===== src/rtl/mcu_clk_gate_ctrl.sv =====
// mcu_clk_gate_ctrl: sleep/wake controller producing the enable for the MCU
// core clock gate. It runs on the free-running ungated clock. The core clock
// is gated only after core_sleep_i has been held for an idle dwell, and is
// kept on for a minimum window after a wake.
//
// Ports:
//   clk_i          free-running (ungated) MCU clock
//   rst_ni         synchronous active-low reset
//   core_sleep_i   core reports sleep (WFI retired, pipeline idle)
//   irq_pending_i  any enabled interrupt pending (level)
//   debug_req_i    debug request (level)
//   force_on_i     software/test override, keeps the clock running
//   stats_clr_i    clears the gated-cycle counter (stats build only)
//   clk_en_o       registered enable to the clock gate
//   gated_o        high while in GATED
//   gate_cnt_o     number of GATED entries, saturating
//   gated_cycles_o cycles spent with clk_en_o=0, saturating (stats build only)
//
// Optional feature: define MCU_CG_STATS_EN to build the gated-cycle counter.
// Without it, gated_cycles_o is tied to zero and stats_clr_i is ignored.
module mcu_clk_gate_ctrl #(
  parameter int unsigned IDLE_CYCLES = 8,
  parameter int unsigned WAKE_HOLD   = 4,
  parameter int unsigned CNT_W       = 16
) (
  input  logic             clk_i,
  input  logic             rst_ni,
  input  logic             core_sleep_i,
  input  logic             irq_pending_i,
  input  logic             debug_req_i,
  input  logic             force_on_i,
  input  logic             stats_clr_i,
  output logic             clk_en_o,
  output logic             gated_o,
  output logic [CNT_W-1:0] gate_cnt_o,
  output logic [31:0]      gated_cycles_o
);

  localparam int unsigned DWELL_W = 8;
  localparam logic [DWELL_W-1:0] IDLE_LIM = DWELL_W'(IDLE_CYCLES);
  localparam logic [DWELL_W-1:0] HOLD_LIM = DWELL_W'(WAKE_HOLD);

  typedef enum logic [1:0] {
    ST_RUN   = 2'd0,
    ST_DRAIN = 2'd1,
    ST_GATED = 2'd2,
    ST_WAKE  = 2'd3
  } state_e;

  state_e               state_q, state_d;
  logic [DWELL_W-1:0]   cnt_q, cnt_d;
  logic                 clk_en_q, clk_en_d;
  logic                 gated_q, gated_d;
  logic [CNT_W-1:0]     gate_cnt_q, gate_cnt_d;
  logic                 wake_evt;

  assign wake_evt = irq_pending_i | debug_req_i | force_on_i;

  // State, dwell/hold counter and registered outputs.
  always_ff @(posedge clk_i) begin
    if (!rst_ni) begin
      state_q    <= ST_RUN;
      cnt_q      <= '0;
      clk_en_q   <= 1'b1;
      gated_q    <= 1'b0;
      gate_cnt_q <= '0;
    end else begin
      state_q    <= state_d;
      cnt_q      <= cnt_d;
      clk_en_q   <= clk_en_d;
      gated_q    <= gated_d;
      gate_cnt_q <= gate_cnt_d;
    end
  end

  // Next-state logic; outputs are decoded from the next state so they
  // reflect the new state from the edge that takes the transition.
  always_comb begin
    state_d    = state_q;
    cnt_d      = cnt_q;
    gate_cnt_d = gate_cnt_q;
    case (state_q)
      ST_RUN: begin
        if (core_sleep_i && !wake_evt) begin
          state_d = ST_DRAIN;
          cnt_d   = DWELL_W'(1);
        end
      end
      ST_DRAIN: begin
        // A wake on the final dwell cycle beats the gating decision.
        if (!core_sleep_i || wake_evt) begin
          state_d = ST_RUN;
          cnt_d   = '0;
        end else if (cnt_q == IDLE_LIM) begin
          state_d = ST_GATED;
          cnt_d   = '0;
          if (gate_cnt_q != {CNT_W{1'b1}}) begin
            gate_cnt_d = gate_cnt_q + CNT_W'(1);
          end
        end else begin
          cnt_d = cnt_q + DWELL_W'(1);
        end
      end
      ST_GATED: begin
        if (wake_evt || !core_sleep_i) begin
          state_d = ST_WAKE;
          cnt_d   = '0;
        end
      end
      ST_WAKE: begin
        // Hold window: sleep and further wake events are ignored here.
        if (cnt_q == HOLD_LIM) begin
          state_d = ST_RUN;
          cnt_d   = '0;
        end else begin
          cnt_d = cnt_q + DWELL_W'(1);
        end
      end
      default: begin
        state_d = ST_RUN;
        cnt_d   = '0;
      end
    endcase
    clk_en_d = (state_d != ST_GATED);
    gated_d  = (state_d == ST_GATED);
  end

  assign clk_en_o   = clk_en_q;
  assign gated_o    = gated_q;
  assign gate_cnt_o = gate_cnt_q;

`ifdef MCU_CG_STATS_EN
  logic [31:0] gated_cycles_q, gated_cycles_d;

  // Count cycles with the enable low; clear has priority over increment.
  always_comb begin
    gated_cycles_d = gated_cycles_q;
    if (stats_clr_i) begin
      gated_cycles_d = '0;
    end else if (!clk_en_q && (gated_cycles_q != 32'hFFFF_FFFF)) begin
      gated_cycles_d = gated_cycles_q + 32'd1;
    end
  end

  always_ff @(posedge clk_i) begin
    if (!rst_ni) begin
      gated_cycles_q <= '0;
    end else begin
      gated_cycles_q <= gated_cycles_d;
    end
  end

  assign gated_cycles_o = gated_cycles_q;
`else
  logic unused_stats_clr;
  assign unused_stats_clr = stats_clr_i;
  assign gated_cycles_o   = 32'h0;
`endif

endmodule


===== config.mk =====
export PLATFORM = sky130hd
export DESIGN_NAME = mcu_clk_gate_ctrl
export DESIGN_NICKNAME = d
export VERILOG_FILES = /design/src/rtl/mcu_clk_gate_ctrl.sv
export SDC_FILE = /design/constraint.sdc
export NUM_CORES = 1
export LEC_CHECK = 0
export BUFFER_PORTS_ARGS = -buffer_cell sky130_fd_sc_hd__buf_2
export CORE_UTILIZATION = 35
export DETAILED_ROUTE_END_ITERATION = 10
export GPL_TIMING_DRIVEN = 1
export SLEW_MARGIN = 20
export SYNTH_ARGS = -nofsm -noshare
export SYNTH_HDL_FRONTEND = slang
export SYNTH_SLANG_ARGS = --single-unit

===== constraint.sdc =====
create_clock -name clk_i -period 2.3 [get_ports clk_i]
set_clock_uncertainty 0.1 [all_clocks]
set_input_delay 0.345 -clock clk_i [delete_from_list [all_inputs] [get_ports clk_i]]
set_output_delay 0.345 -clock clk_i [all_outputs]
set_load 0.05 [all_outputs]

Word-level counts from Yosys, hierarchy flattened
Cells that the tools add are included.
{"block": "word_totals", "input_bits": 7, "out_inout_bits": 50, "ff_bits": 28, "wordCells": 39}
{"block": "op_classes", "n_eq_ne": 10, "reduce_logical": 7, "n_bitwise": 3, "n_addsub": 2, "mux": 12}
{"cell": "$mux 8", "count": 5}
{"cell": "$pmux 8 s4", "count": 1}
{"cell": "$add 16x1->16 const B", "count": 1}
{"cell": "$ne 16x16->1 const B", "count": 1}
{"cell": "$mux 2", "count": 5}
{"cell": "$add 8x1->8 const B", "count": 1}
{"cell": "$eq 8x3->1 const B", "count": 1}
{"cell": "$eq 8x4->1 const B", "count": 1}
{"cell": "$pmux 2 s4", "count": 1}
{"cell": "$eq 2x2->1 const B", "count": 3}
{"cell": "$ne 2x2->1 const B", "count": 3}
{"cell": "$reduce_and 4->1", "count": 1}
{"cell": "$eq 2x1->1 const B", "count": 1}
{"cell": "$logic_not 1->1", "count": 2}
{"cell": "$logic_not 2->1", "count": 1}
{"cell": "$or 1x1->1", "count": 2}
{"cell": "$reduce_and 2->1", "count": 1}
{"cell": "$logic_and 1x1->1", "count": 1}
{"cell": "$logic_or 1x1->1", "count": 1}
{"cell": "$not 1->1", "count": 1}

Depth between registers and ports, before layout
{"block": "logic_depth", "word_depth": 7, "depth_mapped": 8, "mapped_depth_nobuf": 7}

Worst setup path after synthesis
Ideal clock, no wire load.
{"block": "synth_path", "path_type": "reg2reg", "startpoint": "reg gate_cnt_q[0], in the netlist gate_cnt_o[0]", "endpoint": "reg gate_cnt_q[1], in the netlist gate_cnt_o[1]", "n_path_buf": 1, "required_ns": 2.072, "synth_period_minus_slack_ns": 2.255, "path_stages_with_launch": 8, "arrival_time_ns": 2.027, "setup_time_ns": 0.128, "path_slack_ns": 0.045, "path_cell_list": "dfxtp_1 ha_1 nand4_1 nor4_2 or2_1 buf_6 mux2i_1 nor2_1"}
{"block": "synth_between", "elab_chain_len": 2, "elab_cells_between_ends": 3}
{"item": "start: declaration", "line_no": "54", "rtl": "logic [CNT_W-1:0] gate_cnt_q, gate_cnt_d;"}
{"item": "start signal: assignment", "line_no": "72", "rtl": "gate_cnt_q <= gate_cnt_d;"}
{"item": "branches (longest 2 deep; another with $add 16x1->16)"}
Parallel ways; which one is timed is not known.
A chain may end at the register's enable or synchronous reset.

Final worst setup path
{"block": "layout_path", "startpoint": "reg cnt_q[0]", "endpoint": "reg gate_cnt_q[11], in the netlist gate_cnt_o[11]"}
{"block": "layout_between", "elab_chain_len": 2}
{"item": "start: declaration", "line_no": "51", "rtl": "logic [DWELL_W-1:0] cnt_q, cnt_d;"}
{"item": "start signal: assignment", "line_no": "69", "rtl": "cnt_q <= cnt_d;"}
{"item": "$eq 8x4->1", "line_no": "94", "rtl": "end else if (cnt_q == IDLE_LIM) begin"}
{"item": "$reduce_and 4->1 (no line)"}
Every way passes these cells.

==> impl_metrics.json <==
{
  "status": "complete, but fails checks",
  "violations": "DRC",
  "place_congestion": 0.786,
  "grt_pass1_wl_mm": 5.35,
  "first_pass_iters": 7,
  "nNetsFinal": 240,
  "die_h_microns": 72.1,
  "yosys_warnings": 0,
  "cts_tree": "yes",
  "postCtsSetupBuffers": 0,
  "utilization_pct": 39.6,
  "crit_required_ns": 2.41,
  "dpl.cell_count": 292,
  "coreArea_sq_um": 4720,
  "overflow": 0,
  "ant_nets": 0,
  "path_cells": "inv_1, ha_1, and2_1, nand4_2, or2_1, or4_1, a21oi_1",
  "cts_buffers": 3,
  "vias": 1385,
  "tightestPinTransition_ns": 0.611,
  "p_leak_nw": 0.732,
  "io_pins": 57,
  "drcViolationCount": 3,
  "dieArea_sq_um": 5200,
  "clock_latency_ns": 0.28,
  "critPathCaptureType": "register",
  "timing.final.crit_share_pct": 93.7,
  "synth_common_cells": "buf_4, dfxtp_1, nor2_1",
  "drt_iter0_markers": 73,
  "n_antenna_cell": 0,
  "rows": 25,
  "avgRoutedWirePerCell_microns": 10.7,
  "ys_seq_elements": 28,
  "syn_area_sq_um": 1720,
  "synth_cells": 205,
  "cp.arrival_ns": 2.27,
  "fin_cells": 296,
  "clockBufferDepth": 2,
  "tns_ns": 0,
  "slew_viol_final": 0,
  "synth_most_common_cell": "buf_4",
  "wl_mm": 3.18,
  "critPathKind": "reg2reg",
  "netlist.area_leader.share_pct": 32.6,
  "synthFlopType": "dfxtp_1",
  "fmax_mhz": 464,
  "drv_cap": 0,
  "track_usage_pct": 13.0,
  "rsz0062_at_grt": "no",
  "crit_slowest_cell": "or4_1",
  "synth_edf_count": 0,
  "drive_gt1_share_pct": 17.9,
  "areaGrowthSynthToFinish_pct": 8.65,
  "power.density_nw_per_um2": 579,
  "io_buffer_count": 23,
  "vdd_ir_drop_max_uv": 264,
  "grt_max_degree": 17,
  "path_clk_slew_ns": 0.10,
  "whs_ns": 0.227,
  "postCtsHoldBufs": 0,
  "slew_headroom_pct": 58.8,
  "crit_family": "simple AND/OR/NAND/NOR gates",
  "cts_resized": 0,
  "clkSinkCount": 28,
  "die_w_microns": 72.1,
  "critPathLaunchType": "register",
  "synth-seq-area-share_pct": 32.6,
  "cts_htree_levels": 1,
  "final_area_sq_um": 1870,
  "critPathMaxStageDelay_ns": 0.43,
  "start_util_pct": 36.5,
  "cts-root-buf": "clkbuf_8",
  "min_path_type": "in2reg",
  "finalCriticalPeriod_ns": 2.15,
  "hpwl_mm": 2.43,
  "critPathMaxFanout": 8,
  "async_flop_share_pct": 0,
  "synth_top_area_cell": "dfxtp_1",
  "finalHoldViolations": 0,
  "crit_buf_inv": 1,
  "grt_pass1_vias": 1141,
  "setup_viol": 0,
  "placed_area_sq_um": 1800,
  "antenna_found_initial": 0,
  "avgViaCountPerCell": 4.68,
  "synth_area_leaders": "dfxtp_1, buf_4, xnor2_1",
  "yosysUniqueCellTypes": 44,
  "syn_avg_cell_area_sq_um": 8.40
}
layout by cell type (no fill, tap or decap), drive strengths merged, types with 6 or more instances in the layout:
cell | synthesis | routed
nand4 | 7 | 7
nand2 | 10 | 10
nor2 | 22 | 22
inv | 6 | 6
dfxtp | 28 | 28
buf | 33 | 28
conb | 1 | 32
xnor2 | 13 | 13
nor3 | 7 | 7
nor4 | 7 | 7
nand3 | 10 | 10
kinds of logic (layout without fill, tap and decap cells):
logic type,Yosys count,after routing,share of synthesized area (%)
AO/OA/AOI/OAI,25,25,9.88
XOR/XNOR,14,14,7.12
adder cells (fa/ha/maj),3,3,2.18
buffers and inverters,45,38,17.3
flip-flops,28,28,32.6
multiplexers,2,2,1.16
other,1,32,0.218
AND/OR/NAND/NOR,87,87,29.6
final timing paths:
| kind | startpoint | endpoint | slack, ns | cells after the start |
|---|---|---|---|---|
| setup / recovery | cnt_q[0]$_SDFFE_PN0P_ | gate_cnt_o[11]$_SDFFE_PN0P_ | 0.15 | 7 |
| setup reg to reg | cnt_q[0]$_SDFFE_PN0P_ | gate_cnt_o[11]$_SDFFE_PN0P_ | 0.15 | 7 |
| hold / removal | rst_ni | clk_en_o$_SDFF_PN1_ | 0.23 | 2 |
| hold reg to reg | gate_cnt_o[5]$_SDFFE_PN0P_ | gate_cnt_o[5]$_SDFFE_PN0P_ | 0.42 | 2 |
per-layer routing:
layer,up-vias,wire (microns),GRT usage [%]
li1,703,-,-
met1,629,1690,19.8
met2,49,1320,18.6
met3,4,134,2.22
met4,0,32,3.92
met5,-,0,0
per-stage QoR:
stage | total power, mW | setup slack, ns
after floorplan | 0.717 | 0.0454
after global placement | 0.698 | 0.0884
after detailed placement | 0.698 | 0.0657
after CTS | 1.09 | 0.156
after global routing | 1.13 | 0.0124
final | 1.08 | 0.146
state kept, by name (all words and copies together) (netlist names):
signal      count
gate_cnt_o     16
cnt_q           8
state_q         2
clk_en_o        1
gated_o         1
cell type report:
class                           count  area [sq um]
Sequential cell                    28           561
Clock inverter                      1          30.0
Inverter                            6          22.5
Clock buffer                        3          41.3
Timing Repair Buffer               28           153
Tap cell                           67          83.8
Fill cell                         503          2850
Multi-Input combinational cell    163           980
where the power goes:
group          switching [mW]  total [mW]  internal (mW)
registers             0.00901       0.502          0.492
clock network           0.162       0.395          0.233
logic                   0.161       0.186         0.0255
total                   0.331        1.08          0.751
(Power assumes the default switching activity.)
